File: src/rtl/mp_coeff_loader.sv
// Coefficient loader for the memory-polynomial LUT bank: streams 32-bit words into a
// selected LUT range through a BRAM-style write port and holds DPD off while tables change.
//
// state | meaning
// IDLE  | waiting for start_i; stream not ready
// LOAD  | accepting words, one write per handshake
// DONE  | one-cycle tail after the last write; done_o follows
module mp_coeff_loader #(
  parameter int M          = 3,
  parameter int LUT_num    = M + 1,
  parameter int RESOLUTION = 4096,
  localparam int CW = $clog2(RESOLUTION),
  localparam int LW = $clog2(LUT_num),
  localparam int AW = CW + LW + 2
) (
  input  logic          AXI_clk_i,
  input  logic          reset_i,
  input  logic          start_i,
  input  logic [LW-1:0] lut_first_i,
  input  logic [LW-1:0] lut_last_i,
  input  logic          abort_i,
  input  logic [31:0]   s_tdata_i,
  input  logic          s_tvalid_i,
  input  logic          s_tlast_i,
  output logic          s_tready_o,
  output logic [31:0]   coeff_o,
  output logic [AW-1:0] coeff_addr_o,
  output logic          coeff_en_o,
  input  logic          dpd_en_i,
  output logic          dpd_en_o,
  output logic          busy_o,
  output logic          done_o,
  output logic          err_o
);

  localparam logic [LW-1:0] LUT_MAX = LW'(LUT_num - 1);
  localparam logic [CW-1:0] ENT_MAX = '1;

  typedef enum logic [1:0] {
    S_IDLE = 2'd0,
    S_LOAD = 2'd1,
    S_DONE = 2'd2
  } state_t;

  state_t state_q, state_d;

  logic [LW-1:0] lut_cnt_q, lut_cnt_d;
  logic [CW-1:0] ent_cnt_q, ent_cnt_d;
  logic [LW-1:0] last_q, last_d;

  logic [31:0]   coeff_q, coeff_d;
  logic [AW-1:0] addr_q, addr_d;
  logic          en_q, en_d;
  logic          tready_q, tready_d;
  logic          busy_q, busy_d;
  logic          done_q, done_d;
  logic          err_q, err_d;
  logic          dpd_q, dpd_d;

  logic range_ok;
  logic start_ok;
  logic start_bad;
  logic in_load;
  logic abort_hit;
  logic wr;
  logic final_word;

  assign range_ok   = (lut_first_i <= lut_last_i) && (lut_last_i <= LUT_MAX);
  assign start_ok   = (state_q == S_IDLE) && start_i && range_ok;
  assign start_bad  = (state_q == S_IDLE) && start_i && !range_ok;
  assign in_load    = (state_q == S_LOAD);
  assign abort_hit  = in_load && abort_i;
  // Abort wins over a word presented in the same cycle.
  assign wr         = in_load && s_tvalid_i && tready_q && !abort_i;
  assign final_word = (lut_cnt_q == last_q) && (ent_cnt_q == ENT_MAX);

  always_ff @(posedge AXI_clk_i) begin
    if (reset_i) begin
      state_q <= S_IDLE;
    end else begin
      state_q <= state_d;
    end
  end

  always_comb begin
    state_d = state_q;
    case (state_q)
      S_IDLE: begin
        if (start_ok) begin
          state_d = S_LOAD;
        end
      end
      S_LOAD: begin
        if (abort_hit) begin
          state_d = S_IDLE;
        end else if (wr && (final_word || s_tlast_i)) begin
          state_d = S_DONE;
        end
      end
      S_DONE: begin
        state_d = S_IDLE;
      end
      default: begin
        state_d = S_IDLE;
      end
    endcase
  end

  always_comb begin
    lut_cnt_d = lut_cnt_q;
    ent_cnt_d = ent_cnt_q;
    last_d    = last_q;
    coeff_d   = coeff_q;
    addr_d    = addr_q;
    en_d      = 1'b0;
    err_d     = err_q;

    if (start_ok) begin
      lut_cnt_d = lut_first_i;
      ent_cnt_d = '0;
      last_d    = lut_last_i;
      err_d     = 1'b0;
    end

    if (start_bad || abort_hit) begin
      err_d = 1'b1;
    end

    if (wr) begin
      en_d      = 1'b1;
      coeff_d   = s_tdata_i;
      addr_d    = {lut_cnt_q, ent_cnt_q, 2'b00};
      ent_cnt_d = ent_cnt_q + CW'(1);
      if (ent_cnt_q == ENT_MAX) begin
        lut_cnt_d = lut_cnt_q + LW'(1);
      end
      // Framing error: tlast missing on the final word, or present on an earlier one.
      if (final_word != s_tlast_i) begin
        err_d = 1'b1;
      end
    end

    tready_d = (state_d == S_LOAD);
    busy_d   = (state_d != S_IDLE);
    done_d   = (state_q == S_DONE) || start_bad;
    dpd_d    = dpd_en_i && !busy_q && !err_q;
  end

  always_ff @(posedge AXI_clk_i) begin
    if (reset_i) begin
      lut_cnt_q <= '0;
      ent_cnt_q <= '0;
      last_q    <= '0;
      coeff_q   <= '0;
      addr_q    <= '0;
      en_q      <= 1'b0;
      tready_q  <= 1'b0;
      busy_q    <= 1'b0;
      done_q    <= 1'b0;
      err_q     <= 1'b0;
      dpd_q     <= 1'b0;
    end else begin
      lut_cnt_q <= lut_cnt_d;
      ent_cnt_q <= ent_cnt_d;
      last_q    <= last_d;
      coeff_q   <= coeff_d;
      addr_q    <= addr_d;
      en_q      <= en_d;
      tready_q  <= tready_d;
      busy_q    <= busy_d;
      done_q    <= done_d;
      err_q     <= err_d;
      dpd_q     <= dpd_d;
    end
  end

  assign s_tready_o   = tready_q;
  assign coeff_o      = coeff_q;
  assign coeff_addr_o = addr_q;
  assign coeff_en_o   = en_q;
  assign busy_o       = busy_q;
  assign done_o       = done_q;
  assign err_o        = err_q;
  assign dpd_en_o     = dpd_q;

endmodule

File: config.mk
export PLATFORM = sky130hd
export DESIGN_NAME = mp_coeff_loader
export DESIGN_NICKNAME = d
export VERILOG_FILES = /design/src/rtl/mp_coeff_loader.sv
export SDC_FILE = /design/constraint.sdc
export NUM_CORES = 1
export LEC_CHECK = 0
export ABC_AREA = 1
export CAP_MARGIN = 20
export CORE_UTILIZATION = 31
export DETAILED_ROUTE_END_ITERATION = 8
export PLACE_DENSITY = 0.55
export SYNTH_ARGS = -nofsm -noshare
export SYNTH_HDL_FRONTEND = slang
export SYNTH_SLANG_ARGS = --single-unit
File: constraint.sdc
create_clock -name AXI_clk_i -period 2.5 [get_ports AXI_clk_i]
set_input_delay 0.75 -clock AXI_clk_i [delete_from_list [all_inputs] [get_ports AXI_clk_i]]
set_output_delay 0.75 -clock AXI_clk_i [all_outputs]
set_load 0.02 [all_outputs]
==> results.yml <==
outcome:
  status: "completed"
clock_network:
  clock_latency_ps: 330
  holdBufCountCts: 0
  clkSinkCount: 70
  root_buffer: "clkbuf_8"
  post_cts.repair.setup_buffers: 0
  numCtsBuffers: 9
  ctsResizeCount: 0
  max-clock-path-buffers: 2
  cts_tree: "built"
  htreeDepth: 3
  clk_pin_slew_ps: 70
die:
  start_util_pct: 32.64
  dieWidth_um: 98.52
  coreArea_um2: 8848
  die_area_um2: 9705
  boundaryPins: 97
  num_rows: 34
  die_y_um: 98.52
route:
  postRouteAntennaNets: 0
  remaining_drc_errors: 0
  via_per_inst: 4.503
  dr.pass1.iters: 5
  routed_wl_um: 7116
  dr_total_vias: 2657
  drtIter0Drc: 96
  wl_per_cell_um: 12.06
power_and_ir_drop:
  internal-power_uw: 1919
  pwr-share-seq_pct: 46.8
  power_uw: 2456
  switching_power_uw: 536.6
  power.leakage_uw: 0.001664
  p_clk_share_pct: 44.1
  p_per_area_nw_per_um2: 584.7
  swShare_pct: 21.85
  p_comb_share_pct: 9.1
  vdd_drop_max_uv: 399.2
timing:
  final.setup.tns_ps: 0
  fin_skew_ps: 5.450
  period_share_pct: 88.34
  slew_violations: 0
  setup_ws_ps: 291.6
  setup_viol: 0
  min_period_ps: 2208
  timing.fmax_ghz: 0.4528
  hold_viol: 0
  rsz0062_at_grt: "no"
cells_and_area:
  nets: 524
  area_delta_synth_final_pct: 45.45
  drive_gt1_share_pct: 9.129
  fin_util_pct: 47.47
  diodes: 0
  num-fill-cells: 908
  final_cells: 590
  mostFrequentLayoutCell: "nor2_1"
  layout_common_cells: "nor2_1 (101), clkdlybuf4s50_1 (94), dfxtp_1 (70)"
setup_path:
  crit_required_ps: 2720
  r2r_end: "err_o"
  rr_worst_depth: 9
  worstPathMaxFanout: 4
  criticalPathCategory: "flop to flop"
  crit_path_start_kind: "flop"
  worstSetupEndpointType: "flop"
  r2r_setup_slack_ps: 290
  critPathArrivalTime_ps: 2430
  r2r_start: "ent_cnt_q[1]"
global_route:
  grt_overflow_total: 0
  grt_usage_pct: 15.75
  first_global_vias: 2631
  grt_pass1_wl_um: 12250
  antenna_found_initial: 0
  grt_max_degree: 56
placed_design:
  dp_hpwl_um: 4856
  io_buffers: 94
  pre_cts_ws_ps: 72.63
  gp_congestion: 0.7720
  place_inst: 574
synthesis:
  avgSynthCellArea_um2: 7.560
  synth_cell_type_count: 28
  yosys_warnings: 0
  syn_area_um2: 2888
  synth_seq_cells: 70
  ys_seq_area_share_pct: 48.53
  syn_inst: 382
hold_path:
  worstHoldStart: "busy_o"
  hold_depth: 1
  min_path_type: "flop to flop"
  hold_path_end: "dpd_en_o"
run:
  maxCapViolations: 0
==> power by group through the flow <==
stage               combinational (µW)  sequential [µW]  clock, µW
finish                             224             1150       1080
global route                       249             1150       1170
CTS                                228             1150       1120
detailed placement                 227             1180          0
global placement                   225             1170          0
floorplan                         85.7             1190          0
==> per-stage QoR <==
stage	hold WS [ps]	instance area, µm²
finish	432.4	4200
global route	461.0	4200
CTS	437.3	4200
detailed placement	426.9	3963
global placement	409.1	3963
floorplan	451.3	2892
==> cells by family after synthesis <==
| family | count (synthesis) | share of synthesized area [%] |
|---|---|---|
| AND/OR/NAND/NOR | 177 | 25.35 |
| AO/OA/AOI/OAI | 81 | 15.77 |
| flip-flops | 70 | 48.53 |
| buffers and inverters | 46 | 7.582 |
| adder cells (fa/ha/maj) | 4 | 1.733 |
| XOR/XNOR | 3 | 0.9100 |
| other | 1 | 0.1299 |
==> synth_stat cells <==
cell type,number,area [µm²]
nor2_1,101,379.1
dfxtp_1,70,1401
o21ai_0,50,250.2
nand2_1,48,180.2
inv_1,21,78.83
nand3_1,18,90.09
a21oi_1,16,80.08
clkbuf_1,9,33.78
buf_2,7,35.03
a21oi_2,5,43.79
buf_4,4,30.03
ha_1,4,50.05
buf_6,3,33.78
nand3_2,3,30.03
nand4_1,3,18.77
xnor2_1,3,26.28
a211oi_2,2,25.02
a31oi_1,2,12.51
inv_2,2,7.510
o21ai_1,2,10.01
o21ai_2,2,17.52
a31o_2,1,8.760
conb_1,1,3.750
nor3_1,1,5.000
nor3_4,1,16.27
o21bai_1,1,7.510
or2_2,1,6.260
or3_1,1,6.260
==> cell type report <==
cell class / instances / area (µm²) / area share (%)
Sequential cell: 70 / 1401 / 33.36
Multi-Input combinational cell: 267 / 1271 / 30.27
Timing Repair Buffer: 106 / 1069 / 25.44
Tap cell: 108 / 135.1 / 3.217
Clock buffer: 10 / 127.6 / 3.038
Clock inverter: 6 / 110.1 / 2.621
Inverter: 23 / 86.33 / 2.055
==> registers in the layout (all words and copies together), names as in the netlist <==
| signal | cells |
|---|---|
| last_q | 2 |
| lut_cnt_q | 2 |
| busy_o | 1 |
| s_tready_o | 1 |
| err_o | 1 |
| coeff_addr_o | 14 |
| ent_cnt_q | 12 |
| state_q | 2 |
| coeff_o | 32 |
| coeff_en_o | 1 |
| done_o | 1 |
| dpd_en_o | 1 |
==> layer usage <==
metal / routed length (µm) / global-route usage (%) / up-vias
li1: - / - / 1417
met1: 3330 / 19.62 / 1162
met2: 3049 / 23.84 / 73
met3: 662 / 7.660 / 5
met4: 74 / 5.166 / 0
met5: 0 / 0 / -
==> worst max-delay path, cell delays in order, from the launching register on <==
cell and delay (ps):
dfxtp_1 400, ha_1 200, nand2_1 90, nor2_1 150, nand3_1 130, or3_1 380
ha_1 280, a31o_2 240, a21oi_1 140, a21oi_1 80
==> worst max-delay path by stage <==
stage / from / endpoint / slack (ps)
2_1_floorplan: ent_cnt_q[0] / err_o / 450
3_3_place_gp: s_tvalid_i / coeff_o[13] / 70
3_5_place_dp: lut_last_i[1] / ent_cnt_q[6] / 70
4_1_cts: ent_cnt_q[1] / err_o / 280
5_1_grt: ent_cnt_q[1] / err_o / 130
6_report: ent_cnt_q[1] / err_o / 290
No activity file was read; power rests on OpenSTA's default activity.
